`src/rtl/seven_segment_scan.sv`:
```
// Multiplexed hex display scanner with frame-synchronous double buffering.
// One digit is driven per slot, with optional all-off gaps between slots.
module seven_segment_scan #(
    parameter int DIGITS = 4,
    parameter int DIV    = 12000,
    parameter int GAP    = 16
) (
    input  logic                  clk,
    input  logic                  rstn,
    input  logic                  load,
    input  logic [4*DIGITS-1:0]   value,
    input  logic [DIGITS-1:0]     dp_in,
    input  logic                  blank_lz,
    output logic [3:0]            nibble,
    output logic                  dp,
    output logic [DIGITS-1:0]     digit_en,
    output logic                  frame,
    output logic                  pending
);

    localparam int CMAX = (DIV > GAP) ? DIV : GAP;
    localparam int CW   = (CMAX > 1) ? $clog2(CMAX) : 1;
    localparam int IW   = $clog2(DIGITS);

    typedef enum logic {
        S_SHOW,
        S_GAP
    } st_t;

    st_t                  st, st_n;
    logic [IW-1:0]        idx, idx_n;
    logic [CW-1:0]        div_cnt, cnt_n;
    logic [4*DIGITS-1:0]  disp_val, pend_val;
    logic [DIGITS-1:0]    disp_dp, pend_dp;
    logic                 disp_blz, pend_blz, pend_flag;

    logic                 show_end, gap_end, adv, wrap;
    logic [DIGITS-1:0]    blank;
    logic                 hz;

    assign show_end = (st == S_SHOW) && (div_cnt == CW'(DIV - 1));
    assign gap_end  = (GAP > 0) && (st == S_GAP) && (div_cnt == CW'(GAP - 1));
    assign adv      = (GAP > 0) ? gap_end : show_end;
    assign wrap     = adv && (idx == IW'(DIGITS - 1));

    always_comb begin
        st_n  = st;
        idx_n = idx;
        cnt_n = div_cnt + 1'b1;
        if (show_end || gap_end) begin
            cnt_n = '0;
        end
        if (show_end && (GAP > 0)) begin
            st_n = S_GAP;
        end else if (gap_end) begin
            st_n = S_SHOW;
        end
        if (adv) begin
            idx_n = wrap ? '0 : idx + 1'b1;
        end
    end

    always_ff @(posedge clk) begin
        if (!rstn) begin
            st        <= S_SHOW;
            idx       <= '0;
            div_cnt   <= '0;
            disp_val  <= '0;
            disp_dp   <= '0;
            disp_blz  <= 1'b0;
            pend_val  <= '0;
            pend_dp   <= '0;
            pend_blz  <= 1'b0;
            pend_flag <= 1'b0;
        end else begin
            st      <= st_n;
            idx     <= idx_n;
            div_cnt <= cnt_n;
            if (wrap && pend_flag) begin
                disp_val <= pend_val;
                disp_dp  <= pend_dp;
                disp_blz <= pend_blz;
            end
            // A load on the commit cycle lands after the old contents move out
            if (load) begin
                pend_val  <= value;
                pend_dp   <= dp_in;
                pend_blz  <= blank_lz;
                pend_flag <= 1'b1;
            end else if (wrap) begin
                pend_flag <= 1'b0;
            end
        end
    end

    always_comb begin
        hz    = 1'b1;
        blank = '0;
        for (int i = DIGITS - 1; i > 0; i--) begin
            hz       = hz && (disp_val[4*i +: 4] == 4'h0);
            blank[i] = disp_blz && hz;
        end
    end

    always_comb begin
        digit_en = '1;
        nibble   = 4'h0;
        dp       = 1'b0;
        if ((st == S_SHOW) && !blank[idx]) begin
            digit_en[idx] = 1'b0;
            nibble        = disp_val[{idx, 2'b00} +: 4];
            dp            = disp_dp[idx];
        end
    end

    assign frame   = wrap;
    assign pending = pend_flag;

endmodule
```
`config.mk`:
```
export PLATFORM = sky130hd
export DESIGN_NAME = seven_segment_scan
export DESIGN_NICKNAME = d
export VERILOG_FILES = /design/src/rtl/seven_segment_scan.sv
export SDC_FILE = /design/constraint.sdc
export NUM_CORES = 1
export LEC_CHECK = 0
export CORE_MARGIN = 2
export CORE_UTILIZATION = 50
export CTS_CLUSTER_SIZE = 14
export DETAILED_ROUTE_END_ITERATION = 8
export PLACE_DENSITY = 0.77
export SKIP_CTS_REPAIR_TIMING = 1
export SLEW_MARGIN = 25
export SYNTH_ARGS = -nofsm -noshare
export SYNTH_HDL_FRONTEND = slang
export SYNTH_SLANG_ARGS = --single-unit
```
`constraint.sdc`:
```
create_clock -name clk -period 1.96 [get_ports clk]
set_input_delay 0.392 -clock clk [delete_from_list [all_inputs] [get_ports clk]]
set_output_delay 0.392 -clock clk [all_outputs]
set_load 0.02 [all_outputs]
```
---- Word level (Yosys, flattened, before mapping) ----
Index checks and enable logic that the tools add are counted.
operators by class
  add/sub/neg operators ................... 2
  $mul .................................... 0
  div/mod/pow operators ................... 0
  order comparisons ....................... 2
  eq/ne operators ......................... 3
  shift-type cells ........................ 1
  mux-type cells .......................... 14
  bitwise operators ....................... 3
  reductions and logical operators ........ 19
operators by type and width
  operator                 count
  $shiftx A16 B5 Y4        1
  $add A14 B1 Y14 const B  1
  $eq A14 B14 Y1 const B   1
  $eq A14 B4 Y1 const B    1
  $logic_not A4 Y1         3
  $logic_and A1 B1 Y1      11
  $mux W1                  8
  $mux W4                  2
  $bmux W1 S2              2
  $not A4 Y4               1
  $reduce_bool A2 Y1       2
  $lt A2 B3 Y1 const B     1
  $add A2 B1 Y2 const B    1
  $demux W1 S2             1
  $eq A2 B2 Y1 const B     1
  $ge A2 B1 Y1 const B     1
  $mux W2                  1
  $not A1 Y1               2
  $reduce_or A2 Y1         1
  $logic_not A1 Y1         1
  $logic_or A1 B1 Y1       1
storage, ports and cells
  register bits ........................... 60
  latch bits .............................. 0
  RAM bits ................................ 0
  memory bits (read-only) ................. 0
  input port bits ......................... 24
  output and inout bits ................... 11
  word-level logic and storage cells ...... 54
  memories ................................ 0

---- Logic depth before layout (Yosys ltp) ----
Gate-level depths: netlist of the first run.
  depth after elaboration ................. 9
  depth in mapped cells ................... 7
  gate-level depth less buffers ........... 5

---- Worst setup path before layout of the first run ----
Ideal clock, no wire load.
  path kind ............................... reg2out
  start ................................... register div_cnt[0]
  end ..................................... output frame
  arrival time ............................ 1271 ps
  setup slack ............................. 297 ps
  cell stages (with the launch flop) ...... 6
  path through ............................ dfxtp_1 > ha_1 > and3_2 > buf_2 > and2_1 > and3_1
on the way
  longest elaborated chain between the ends .. 3
ends and longest elaborated chain
  what                    RTL line  RTL
  start, declared         32        logic [CW-1:0] div_cnt, cnt_n;
  start signal, assigned  78        div_cnt <= cnt_n;
  $eq A14 B4 Y1           42        assign gap_end = (GAP > 0) && (st == S_GAP) && (div_cnt == CW'(GAP - 1));
  $logic_and A1 B1 Y1     42
  $logic_and A1 B1 Y1     44        assign wrap = adv && (idx == IW'(DIGITS - 1));
  end, declared           17        output logic frame,
No other way between the ends.

---- Worst setup path in the final report of the first run ----
  start ................................... register idx[0]
  end ..................................... output dp
on the way
  longest elaborated chain between the ends .. 5
  elaborated cells between the ends (all ways) .. 7
ends and longest elaborated chain
  what                           RTL line  RTL
  start, declared                31        logic [IW-1:0] idx, idx_n;
  start signal, assigned         77        idx <= idx_n;
  $bmux W1 S2                    109       if ((st == S_SHOW) && !blank[idx]) begin
  $mux W1 (not written as such)  109
  $logic_not A1 Y1               109
  $logic_and A1 B1 Y1            109
  $mux W1 (*)                    109
  end, declared                  15        output logic dp,
Mark *: on every way between the ends. The rest lies on a longest branch, timed or not. The select of a mux whose other input is x is not followed.

==> results of run 1 <==
[Yosys cell counts (3+ instances only)]
cell type                  count  area, um2
sky130_fd_sc_hd__clkbuf_1      9       33.8
sky130_fd_sc_hd__nand3b_1      5       37.5
sky130_fd_sc_hd__buf_6         3       33.8
sky130_fd_sc_hd__buf_2         4       20.0
sky130_fd_sc_hd__nor3b_1      12       90.1
sky130_fd_sc_hd__nand4_1       3       18.8
sky130_fd_sc_hd__nand2_1       7       26.3
sky130_fd_sc_hd__nor2b_1      48        300
sky130_fd_sc_hd__nor3_1        3       15.0
sky130_fd_sc_hd__mux4_2        5        113
sky130_fd_sc_hd__dfxtp_1      60       1200
sky130_fd_sc_hd__mux2i_1      43        430
sky130_fd_sc_hd__nand3_1       8       40.0
sky130_fd_sc_hd__nor4_1        3       18.8
sky130_fd_sc_hd__xor2_1        9       78.8
sky130_fd_sc_hd__xnor2_1       3       26.3
sky130_fd_sc_hd__ha_1          5       62.6
[path summary, 6_finish.rpt]
path	start	to	slack [ns]
worst min register to register	div_cnt[0]	div_cnt[0]	0.51
worst max register to register	idx[0]	disp_val[11]	0.12
worst min-delay path	div_cnt[0]	div_cnt[0]	0.51
worst max-delay path	idx[0]	dp	-0.11
[power groups by stage]
stage	Combinational [mW]	Sequential, mW	Clock (mW)
2_1_floorplan	0.0819	1.30	0
3_3_place_gp	0.162	1.30	0
3_5_place_dp	0.164	1.30	0
4_1_cts	0.165	1.27	1.42
5_1_grt	0.181	1.27	1.46
6_report	0.165	1.27	1.39
[layer usage]
metal  up-vias  track usage  part of all wire
met5         -            0                 0
met4         0        0.128             0.027
met3        13       0.0398             0.035
met2        44        0.318              0.48
li1       1041            -                 -
met1       968        0.256              0.46
[cell type report]
| type | instances | area (um2) | area share |
|---|---|---|---|
| clock buffers | 12 | 155 | 0.0404 |
| well taps | 72 | 90.1 | 0.0234 |
| clock inverters | 4 | 95.1 | 0.0247 |
| flip-flops and latches | 60 | 1210 | 0.314 |
| multi-input cells | 179 | 1560 | 0.406 |
| inverters | 2 | 7.51 | 0.00195 |
| repair buffers | 76 | 728 | 0.189 |
[critical path, delay by kind of cell (launching register included)]
kind	cells	cell delay (ns)
buffers and inverters	2	0.30
DFF	1	0.36
muxes	1	0.51
and+or+nand+nor	1	0.18
[stage by stage]
| step | setup slack [ns] | util | instances | hold WS, ns |
|---|---|---|---|---|
| 3_3_place_gp | -0.277 | 0.633 | 385 | 0.489 |
| 3_5_place_dp | -0.307 | 0.633 | 385 | 0.495 |
| 4_1_cts | -0.685 | 0.679 | 401 | 0.507 |
| 2_1_floorplan | 0.297 | - | 258 | 0.443 |
| 6_report | -0.112 | 0.707 | 405 | 0.506 |
| 5_1_grt | -0.187 | 0.707 | 405 | 0.539 |
[registers in the layout, summed over array words and instances, names as in the netlist]
name	flops
disp_blz	1
disp_dp	4
disp_val	16
div_cnt	14
idx	2
pend_blz	1
pend_dp	4
pend_val	16
pending	1
st	1
[logic make-up after synthesis]
kind of cell             Yosys count  synth area share
multiplexers                      48             0.194
buffers and inverters             19            0.0390
AND/OR/NAND/NOR                  108             0.262
flip-flops                        60             0.430
AO/OA/AOI/OAI                      6            0.0143
XOR/XNOR                          12            0.0376
adder cells (fa/ha/maj)            5            0.0224
==> summary by stage, run 1 <==
Outcome
The run finished, with violations left. The final reports fail on negative setup slack.

Critical path
The cell with the largest stage delay on the worst path is sky130_fd_sc_hd__mux4_2. The worst setup path is launched from a register. Data arrives at the worst endpoint at around 1.7 ns.

For the worst flop-to-flop path, the logic depth is 9. The signal on the critical path passes through clkbuf_2 -> mux4_2 -> and3b_1 -> buf_6. At the worst endpoint, the required time is about 1.6 ns. Of all nets on the critical path, the largest fanout is 4. The kind of critical path is reg -> out. The critical path's largest stage delay is 0.51 ns. The endpoint kind of the worst setup timing path is a primary output.

CTS
The tree built by TritonCTS fans out to 60 sinks. The number of buffers inserted during clock tree synthesis is 9. The clock tree from TritonCTS is built. After clock tree synthesis, the clock-pin slew on the worst setup and hold paths is about 0.070 ns. The cell sitting at the root of the clock tree is a sky130_fd_sc_hd__clkbuf_8. The maximum number of buffers from clock root to sink is 2. The clock reaches the later pin of the worst-skew pair after 0.34 ns. The number of levels in the clock H-tree is 3.

Place
The quantity of I/O buffers inserted on ports is 34. The final HPWL from detailed placement is 3770 um. In this run the cell area measured after placement is 3440 um2. Routability-driven placement finished with a final weighted congestion of just under 0.8.

STA
At the pin with the least slew margin, the transition time is between 0.2 and 0.3 ns. Setup repair after global routing could not meet its margin everywhere. The hold violation count in the final report is 0.

Measured against its own limit, the worst slew margin works out to 0.805. The worst setup slack after layout is -0.112 ns. Setup violations remaining at the end of the flow were counted as 4. The setup clock skew after layout is 0.00627 ns. Derived from the worst setup path, the maximum achievable clock frequency is 0.483 GHz. The fraction of the cycle the final worst path needs is 1.06. The time the worst path needs with I/O delays and setup is roughly 2.1 ns.

The final number of max-transition violations is 0. Setup total negative slack on the finished layout was measured at -0.188 ns.

Die
The die extent in x is 78.7 um. For this configuration, the core starts out at a cell density of 0.513. The die span in y is ~79 um.

During I/O placement, the number of pins put on the boundary was 35. The region available for standard cell placement spans around 5400 um2. The initialized floorplan defines 27 standard-cell rows. The die covers 6200 um2.

Power and ir drop
The sum of internal, switching and leakage power is 2.82 mW. The switching component of the power is 0.552 mW. The proportion of power drawn by combinational gates is 0.058.

The power per standard cell area is 735 nW/um2. The total leakage power is 1.67 nW. The net switching fraction of the power is 0.196. The relative contribution of the clock network to total power is 0.492. IR analysis of the VDD net gives a maximum drop of about 0.00053 V. The internal portion of the total power is 2.27 mW. The share of total power in sequential cells is 0.450.

Layout
The top cell types in the final layout, fill and taps aside, are 56 x sky130_fd_sc_hd__dfxtp_1, 47 x sky130_fd_sc_hd__nor2b_1, 42 x sky130_fd_sc_hd__mux2i_1, 36 x sky130_fd_sc_hd__buf_4, 24 x sky130_fd_sc_hd__clkdlybuf4s50_1. The most common cell after layout, fill and taps aside is sky130_fd_sc_hd__dfxtp_1. The final instance area is 3840 um2.

Relative to the synthesized area, the layout overhead comes to 37.6%. Of the cells placed in the final design, the portion with a size suffix greater than 1 is 0.273. The final layout contains 357 nets. The number of diodes added for antenna fixing is 0. The number of fillers in the final layout is approximately 380.

Drt
In this run the remaining antenna-violating nets after routing total 0. Using the TritonRoute via totals, the vias-per-cell ratio works out to 5.10. After detailed routing, the number of remaining DRC violations is 0. The per-cell routed wire length is 14.8 um. The count of vias placed by the detailed router is 2,066. In this run, the number of DRC markers left after iteration 0 of detailed routing was ~140. The final layout contains routed wiring with a total length of 5980 um. The first-pass detailed-route iteration total is 4.

Logic synthesis
Synthesis produced a netlist whose cell count is 258. The number of nets handed over by synthesis was between 200 and 300. The number of enable flip-flop cells after synthesis is 0. In this run, synthesis produced a sequential element count of 60. The Yosys step of the flow raised 0 warnings.

The portion of the post-synthesis area used by sequential elements is 0.430. After synthesis the cells add up to 2790 um2. The async set-reset flop share out of synthesis is 0.

The post-synthesis area per instance is 10.8 um2. Counting distinct cell types in the post-synthesis netlist gives 38. In the synthesized netlist the dominant register cell turns out to be sky130_fd_sc_hd__dfxtp_1.

Global route
The overall track demand over capacity in global routing is 0.203. The number of antenna violations at the first check in global routing is 0. The sum of overflow across all layers after global routing is 0. The via count of the first global-routing pass is 2,055.

The pin count of the biggest net entering global routing is 62. The global-route wire length before repair is 9580 um.

Min path
The path category of the worst min-delay check is reg -> reg. The worst hold path stage count is 2.

Job
The tool flagged a number of max-cap violations equal to 0.
Note: power is estimated with default switching activity, not from simulation.
==> run 2, diff against run 1 <==
Clock period 1.96 ns to 2.5 ns, I/O delays scaled along.
==> run 2 against run 1 <==
Net effect:
- the run now ends clean
- worst hold slack got worse by 0.032 ns
- first-iteration DRC count decreased by 39%
- wire length fell by 17%
- via count fell by 9.5%
- total power fell by 30%
- largest cell class unchanged
- largest power group is now sequential cells
==> summary by stage, run 2 (same netlist as run 1, synthesis figures left out) <==
Die
The boundary pin count is 35 (unchanged). The core region area was 5440 um2 (unchanged). The die span in y is 78.7 um (unchanged). The overall die area is 6200 um2 (unchanged). The initial cell density of the core is 0.513 (unchanged). The placement row count came to 27 (unchanged). The die extent in x came to 78.7 um (unchanged).

Layout
In the layout the commonest cells are 58 x sky130_fd_sc_hd__dfxtp_1, 48 x sky130_fd_sc_hd__nor2b_1, 43 x sky130_fd_sc_hd__mux2i_1, 24 x sky130_fd_sc_hd__clkdlybuf4s50_1, 12 x sky130_fd_sc_hd__nor3b_1. Leaving out fill and tap cells, the most frequent cell in the layout is sky130_fd_sc_hd__dfxtp_1. The final non-filler cell total is 367 (-9.4%). The number of diodes added for antenna fixing came to 0 (unchanged). The largest registers in the layout are disp_val: 16 flops, pend_val: 16 flops, div_cnt: 14 flops. The core utilization of the finished layout is 0.623 (-0.0833). The number of nets in the layout is 319 (-11%). The number of fillers in the final layout is 465 (+24%). The share of final-layout standard cells stronger than drive strength 1 is 0.115 (-0.158). The area overhead of the layout relative to synthesis is 21.4%.

Place
The final HPWL from detailed placement was 3320 um (-12%). The quantity of I/O buffers inserted on ports was 34 (unchanged). The final weighted congestion of routability-driven global placement is 0.792 (-0.26%). The number of placed cells counting well taps was 351 (-8.8%).

Global route
The number of antenna violations at the first check in global routing is 0 (unchanged). The global-route wire length before repair is 8450 um (-12%). The via count of the first global-routing pass was 1,822 (-11%). The overall track demand over capacity in global routing was 0.177 (-0.0257). The sum of overflow across all layers after global routing came to 0 (unchanged).

The pin count of the biggest net entering global routing is 62 (unchanged).

Drt
The final antenna-violating net count is 0 (unchanged). The detailed router's first-iteration violation count is 82 (-39%). The first-pass detailed-route iteration total came to 4 (unchanged). The per-cell routed wire length is 13.6 um (-8.2%).

The count of vias placed by the detailed router is 1,870 (-9.5%). The wire length after detailed routing is 4980 um (-17%). The number of vias per cell is 5.10 (-0.12%). The detailed-route DRC error count is 0 (unchanged).

Power and ir drop
The total leakage power is 1.53 nW (-8.1%). The power per standard cell area is 585 nW/um2 (-20%). The largest voltage drop on the vdd net is 0.000439 V (-18%).

CTS
The clock latency on the worst-skew pair was 0.33 ns (about the same). The clock input transition at the sequential cells of the worst setup and hold paths is 0.06 ns (about the same). The number of levels in the clock H-tree is 3 (unchanged).

The number of buffers inserted during clock tree synthesis is 9 (unchanged). The TritonCTS sink count is 60 (unchanged). Clock tree synthesis selected as its root buffer the cell sky130_fd_sc_hd__clkbuf_8.

The maximum number of buffers from clock root to sink is 2 (unchanged). TritonCTS built the clock tree.

Critical path
The top fanout value on the critical path was 5 (+1). The kind of critical path is reg -> out. The worst setup path is captured at a primary output. STA classifies the critical path startpoint as a register. The required time at the endpoint of the critical path was 2.00 ns (+0.43 ns). The data arrival time of the critical path was 1.77 ns (+0.09 ns).

Min path
The path class of the tightest hold or removal check is reg -> reg.

STA
The final number of max-transition violations is 0 (unchanged). The time the worst path needs with I/O delays and setup is 2.27 ns. In the finished design, the share of the clock period the worst path needs comes to 0.906.

The setup clock skew after layout was 0.00589 ns (-0.000372 ns). The remaining max-slew budget at the tightest pin came to 0.671 (-0.134). Static timing analysis puts the maximum clock frequency at 0.441 GHz. The number of setup violations in the final report is 0 (-4). The slew at the pin closest to its max-slew limit is 0.494 ns (+0.204 ns). Setup repair after global routing left no endpoint under its margin. The hold violation count in the final report is 0 (unchanged). The setup total negative slack is 0 ns (+0.188 ns).

Job
The number of maximum-capacitance violations was 0 (unchanged).

Outcome
The flow ran to the end, and the final reports show no timing, DRC or antenna violations.
==> run 2: worst max-delay path, stage by stage (launching register included) <==
cell                             delay (ns)
sky130_fd_sc_hd__dfxtp_1               0.36
sky130_fd_sc_hd__ha_1                  0.23
sky130_fd_sc_hd__and3_2                0.27
sky130_fd_sc_hd__and2_1                0.18
sky130_fd_sc_hd__and3_1                0.17
sky130_fd_sc_hd__dlymetal6s2s_1        0.22
==> run 2: path summary, 6_finish.rpt <==
kind,startpoint,slack [ns],end,cells after the start
setup / recovery,div_cnt[0],0.23,frame,5
hold reg to reg,div_cnt[0],0.47,div_cnt[0],1
hold / removal,div_cnt[0],0.47,div_cnt[0],1
setup reg to reg,idx[1],0.67,disp_val[2],6
==> run 2: per-layer routing <==
metal | up-vias | part of all wire | GRT usage | wire [um]
met4 | 0 | 0.025 | 0.107 | 125
met3 | 10 | 0.030 | 0.0341 | 151
met2 | 31 | 0.47 | 0.276 | 2360
li1 | 967 | - | - | -
met1 | 862 | 0.47 | 0.227 | 2340
met5 | - | 0 | 0 | 0
==> run 2: power by group <==
| group | internal [mW] | leakage, nW | switching (mW) | total [mW] |
|---|---|---|---|---|
| logic | 0.0734 | 0.939 | 0.0404 | 0.114 |
| clock network | 0.511 | 0.102 | 0.361 | 0.872 |
| registers | 0.981 | 0.490 | 0.0153 | 0.996 |
==> run 2: layout make-up <==
type,instances,area [um2],share of cell area
Multi-Input combinational cell,179,1490,0.439
Clock inverter,4,47.5,0.0140
Tap cell,72,90.1,0.0266
Clock buffer,12,155,0.0458
Inverter,2,7.51,0.00221
Sequential cell,60,1210,0.356
Timing Repair Buffer,38,395,0.117
==> run 2: through the flow <==
| stage | hold WS, ns | worst slack (ns) | instance area [um2] | total power, mW |
|---|---|---|---|---|
| after floorplan | 0.443 | 0.729 | 2790 | 1.08 |
| after global placement | 0.467 | 0.0896 | 3150 | 1.13 |
| after detailed placement | 0.469 | 0.0879 | 3150 | 1.13 |
| after CTS | 0.479 | -0.274 | 3350 | 2.01 |
| after global routing | 0.518 | 0.0822 | 3390 | 2.06 |
| final | 0.473 | 0.235 | 3390 | 1.98 |
==> run 3, diff against run 2 <==
Settings changed: CTS_BUF_LIST from default to sky130_fd_sc_hd__clkbuf_16.
==> run 3 against run 2 <==
Net effect:
- via count rose by 1.2%
- final cell count did not move
- register-to-register slack is essentially flat
- clock power up 32%
- first-iteration DRC count increased by 41%
- total power grew 14%
- flip-flop and latch count did not move
- count of clock-buffer cells in the layout decreased by 3
- global-route usage increased by 0.30 points
- wire length is 1.8% higher
- core utilization rose by 1.6 points
- cell area rose by 2.5%
==> summary by stage, run 3 (same netlist as run 1, synthesis figures left out) <==
Outcome
The flow ran to the end, and the final reports show no timing, DRC or antenna violations.

Layout
The combined area of the multi-input logic cells came to 1500 um2 (+0.42%). The number of nets in the layout is 319 (unchanged). The share of final-layout standard cells stronger than drive strength 1 is 0.112 (-0.00339). In the final layout, the registers with the most flip-flops are disp_val: 16 flops, pend_val: 16 flops, div_cnt: 14 flops.

Leaving out fill and tap cells, the most frequent cell in the layout is sky130_fd_sc_hd__dfxtp_1. The number of diodes added for antenna fixing is 0 (unchanged). Leaving out fill and tap cells, the most frequent cells in the layout are 58 x sky130_fd_sc_hd__dfxtp_1, 48 x sky130_fd_sc_hd__nor2b_1, 43 x sky130_fd_sc_hd__mux2i_1, 25 x sky130_fd_sc_hd__clkdlybuf4s50_1, 12 x sky130_fd_sc_hd__nor3b_1. From synthesis to final layout, the design area changed by 24.5%. The sequential cell area in the final layout is 1210 um2 (unchanged). The number of fillers in the final layout was 454 (-2.4%).

The final non-filler cell total came to 367 (unchanged).

STA
The remaining max-slew budget at the tightest pin is 0.669 (-0.00187). The worst setup slack after layout came to 0.0834 ns (-0.151 ns). The setup clock skew after layout is 0.00787 ns (+0.00198 ns). The fraction of the cycle the final worst path needs is 0.967 (+0.0606). The slew at the pin closest to its max-slew limit is 0.497 ns (+0.00280 ns). The number of setup violations in the final report was 0 (unchanged).

Setup repair after global routing left no endpoint under its margin. The achievable clock frequency is 0.414 GHz (-6.3%). The final number of max-transition violations is 0 (unchanged).

The hold violation count in the final report is 0 (unchanged). The worst hold-check slack is 0.471 ns (-0.00196 ns). The time the worst path needs with I/O delays and setup is 2.42 ns (+0.151 ns).

CTS
The clock latency on the worst-skew pair was 0.32 ns (about the same). The number of buffers inserted during clock tree synthesis is 9 (unchanged). The clock input transition at the sequential cells of the worst setup and hold paths is 0.05 ns (about the same).

The TritonCTS sink count is 60 (unchanged). The maximum number of buffers from clock root to sink came to 2 (unchanged). The number of levels in the clock H-tree came to 3 (unchanged). The cell at the root of the clock tree is sky130_fd_sc_hd__clkbuf_16. The clock tree from TritonCTS is built.

Power and ir drop
The relative contribution of the clock network to total power is 0.509 (+0.069). The total leakage power came to 1.55 nW (+1.4%). The share of total power in sequential cells is 0.441 (-0.061).

The internal power came to 1.81 mW (+16%). The net switching fraction of the power is 0.200 (-0.00979). The proportion of power drawn by combinational gates was 0.050 (-0.007).

The largest voltage drop on the vdd net is 0.000547 V (+25%). The switching component of the power is 0.454 mW (+9.0%). The power per standard cell area came to 652 nW/um2 (+11%).

Critical path
The top fanout value on the critical path was 12 (+7). The category of the worst setup path launch point is a register. The kind of critical path is reg -> out. The data arrival time of the critical path is 1.92 ns (+0.15 ns). The endpoint kind of the worst setup timing path is a primary output. Walking the worst path, the cells encountered are mux4_2 -> nor2b_1 -> clkdlybuf4s50_1. The required time at the endpoint of the critical path is 2.00 ns (about the same). The critical path's largest stage delay is 0.53 ns (+0.17 ns). The cell with the largest stage delay on the worst path is sky130_fd_sc_hd__clkdlybuf4s50_1.

Place
The quantity of I/O buffers inserted on ports came to 34 (unchanged). The number of placed cells counting well taps is 351 (unchanged). The final HPWL from detailed placement came to 3320 um (unchanged). The final weighted congestion of routability-driven global placement was 0.792 (unchanged). The worst-case setup slack after placement is 0.0879 ns (unchanged).

Job
The number of maximum-capacitance violations is 0 (unchanged).

Drt
The wire length after detailed routing is 5060 um (+1.8%). The final antenna-violating net count is 0 (unchanged). The detailed-route DRC error count was 0 (unchanged).

The first-pass detailed-route iteration total is 4 (unchanged). The count of vias placed by the detailed router is 1,892 (+1.2%). The detailed router's first-iteration violation count is 116 (+41%). The number of vias per cell is 5.16 (+1.2%). The per-cell routed wire length is 13.8 um (+1.8%).

Global route
The pin count of the biggest net entering global routing was 62 (unchanged). The met1 usage is 0.229 (+0.00233). The global routing usage on met3 is 0.0545 (+0.0205). The number of antenna violations at the first check in global routing was 0 (unchanged).

The global-route wire length before repair is 8580 um (+1.6%). The overall track demand over capacity in global routing was 0.180 (+0.00296). In this run the most used layer during global routing was met2. The via count of the first global-routing pass is 1,819 (-0.16%).

The met2 usage in global routing is 0.282 (+0.00598). The sum of overflow across all layers after global routing is 0 (unchanged).

Die
The overall die area is 6200 um2 (unchanged). The initial cell density of the core came to 0.513 (unchanged). The die extent in x was 78.7 um (unchanged). The core region area is 5440 um2 (unchanged). The boundary pin count is 35 (unchanged). The placement row count came to 27 (unchanged). The die span in y is 78.7 um (unchanged).

Min path
The path class of the tightest hold or removal check is reg -> reg.
[run 3: cell types whose count changed in the layout (fill, tap and decap cells not counted), sizes merged]
| cell | before | now |
|---|---|---|
| clkbuf | 12 | 9 |
| dlymetal6s2s | 10 | 9 |
| clkinv | 2 | 4 |
| inv | 2 | 3 |
| clkdlybuf4s50 | 24 | 25 |
[run 3: routing by layer]
layer,routed length [um],share of wire
met2,2430,0.48
met3,173,0.034
met1,2400,0.47
met4,57,0.011
met5,0,0
[run 3: final timing paths]
check | end | start | slack [ns] | cells past startpoint
worst max-delay path | nibble[3] | idx[0] | 0.08 | 3
worst min-delay path | div_cnt[0] | div_cnt[0] | 0.47 | 1
worst max register to register | disp_val[2] | idx[1] | 0.66 | 6
worst min register to register | div_cnt[0] | div_cnt[0] | 0.47 | 1
[run 3: stage by stage]
step	setup TNS, ns	instance area (um2)	util	power [mW]
floorplan	0	2790	-	1.08
CTS	-1.85	3440	0.632	2.30
global placement	0	3150	0.579	1.13
global route	0	3480	0.639	2.35
finish	0	3480	0.639	2.27
detailed placement	0	3150	0.579	1.13
[run 3: critical path, delay by kind of cell, from the launching register on]
kind / cells / cell delay, ns
muxes: 1 / 0.50
buffers and inverters: 1 / 0.53
and+or+nand+nor: 1 / 0.14
DFF: 1 / 0.43
[run 3: final cells by class]
| type | count | share of cell area |
|---|---|---|
| Tap cell | 72 | 0.0259 |
| Inverter | 2 | 0.00216 |
| Timing Repair Buffer | 38 | 0.113 |
| Clock buffer | 9 | 0.0648 |
| Clock inverter | 7 | 0.0169 |
| Sequential cell | 60 | 0.347 |
| Multi-Input combinational cell | 179 | 0.430 |
[run 3: power by group through the flow]
stage / registers [mW] / clock network, mW / logic (mW)
2_1_floorplan: 1.02 / 0 / 0.0642
6_report: 0.998 / 1.15 / 0.114
4_1_cts: 0.999 / 1.18 / 0.116
3_3_place_gp: 1.02 / 0 / 0.114
5_1_grt: 1.00 / 1.23 / 0.125
3_5_place_dp: 1.02 / 0 / 0.115
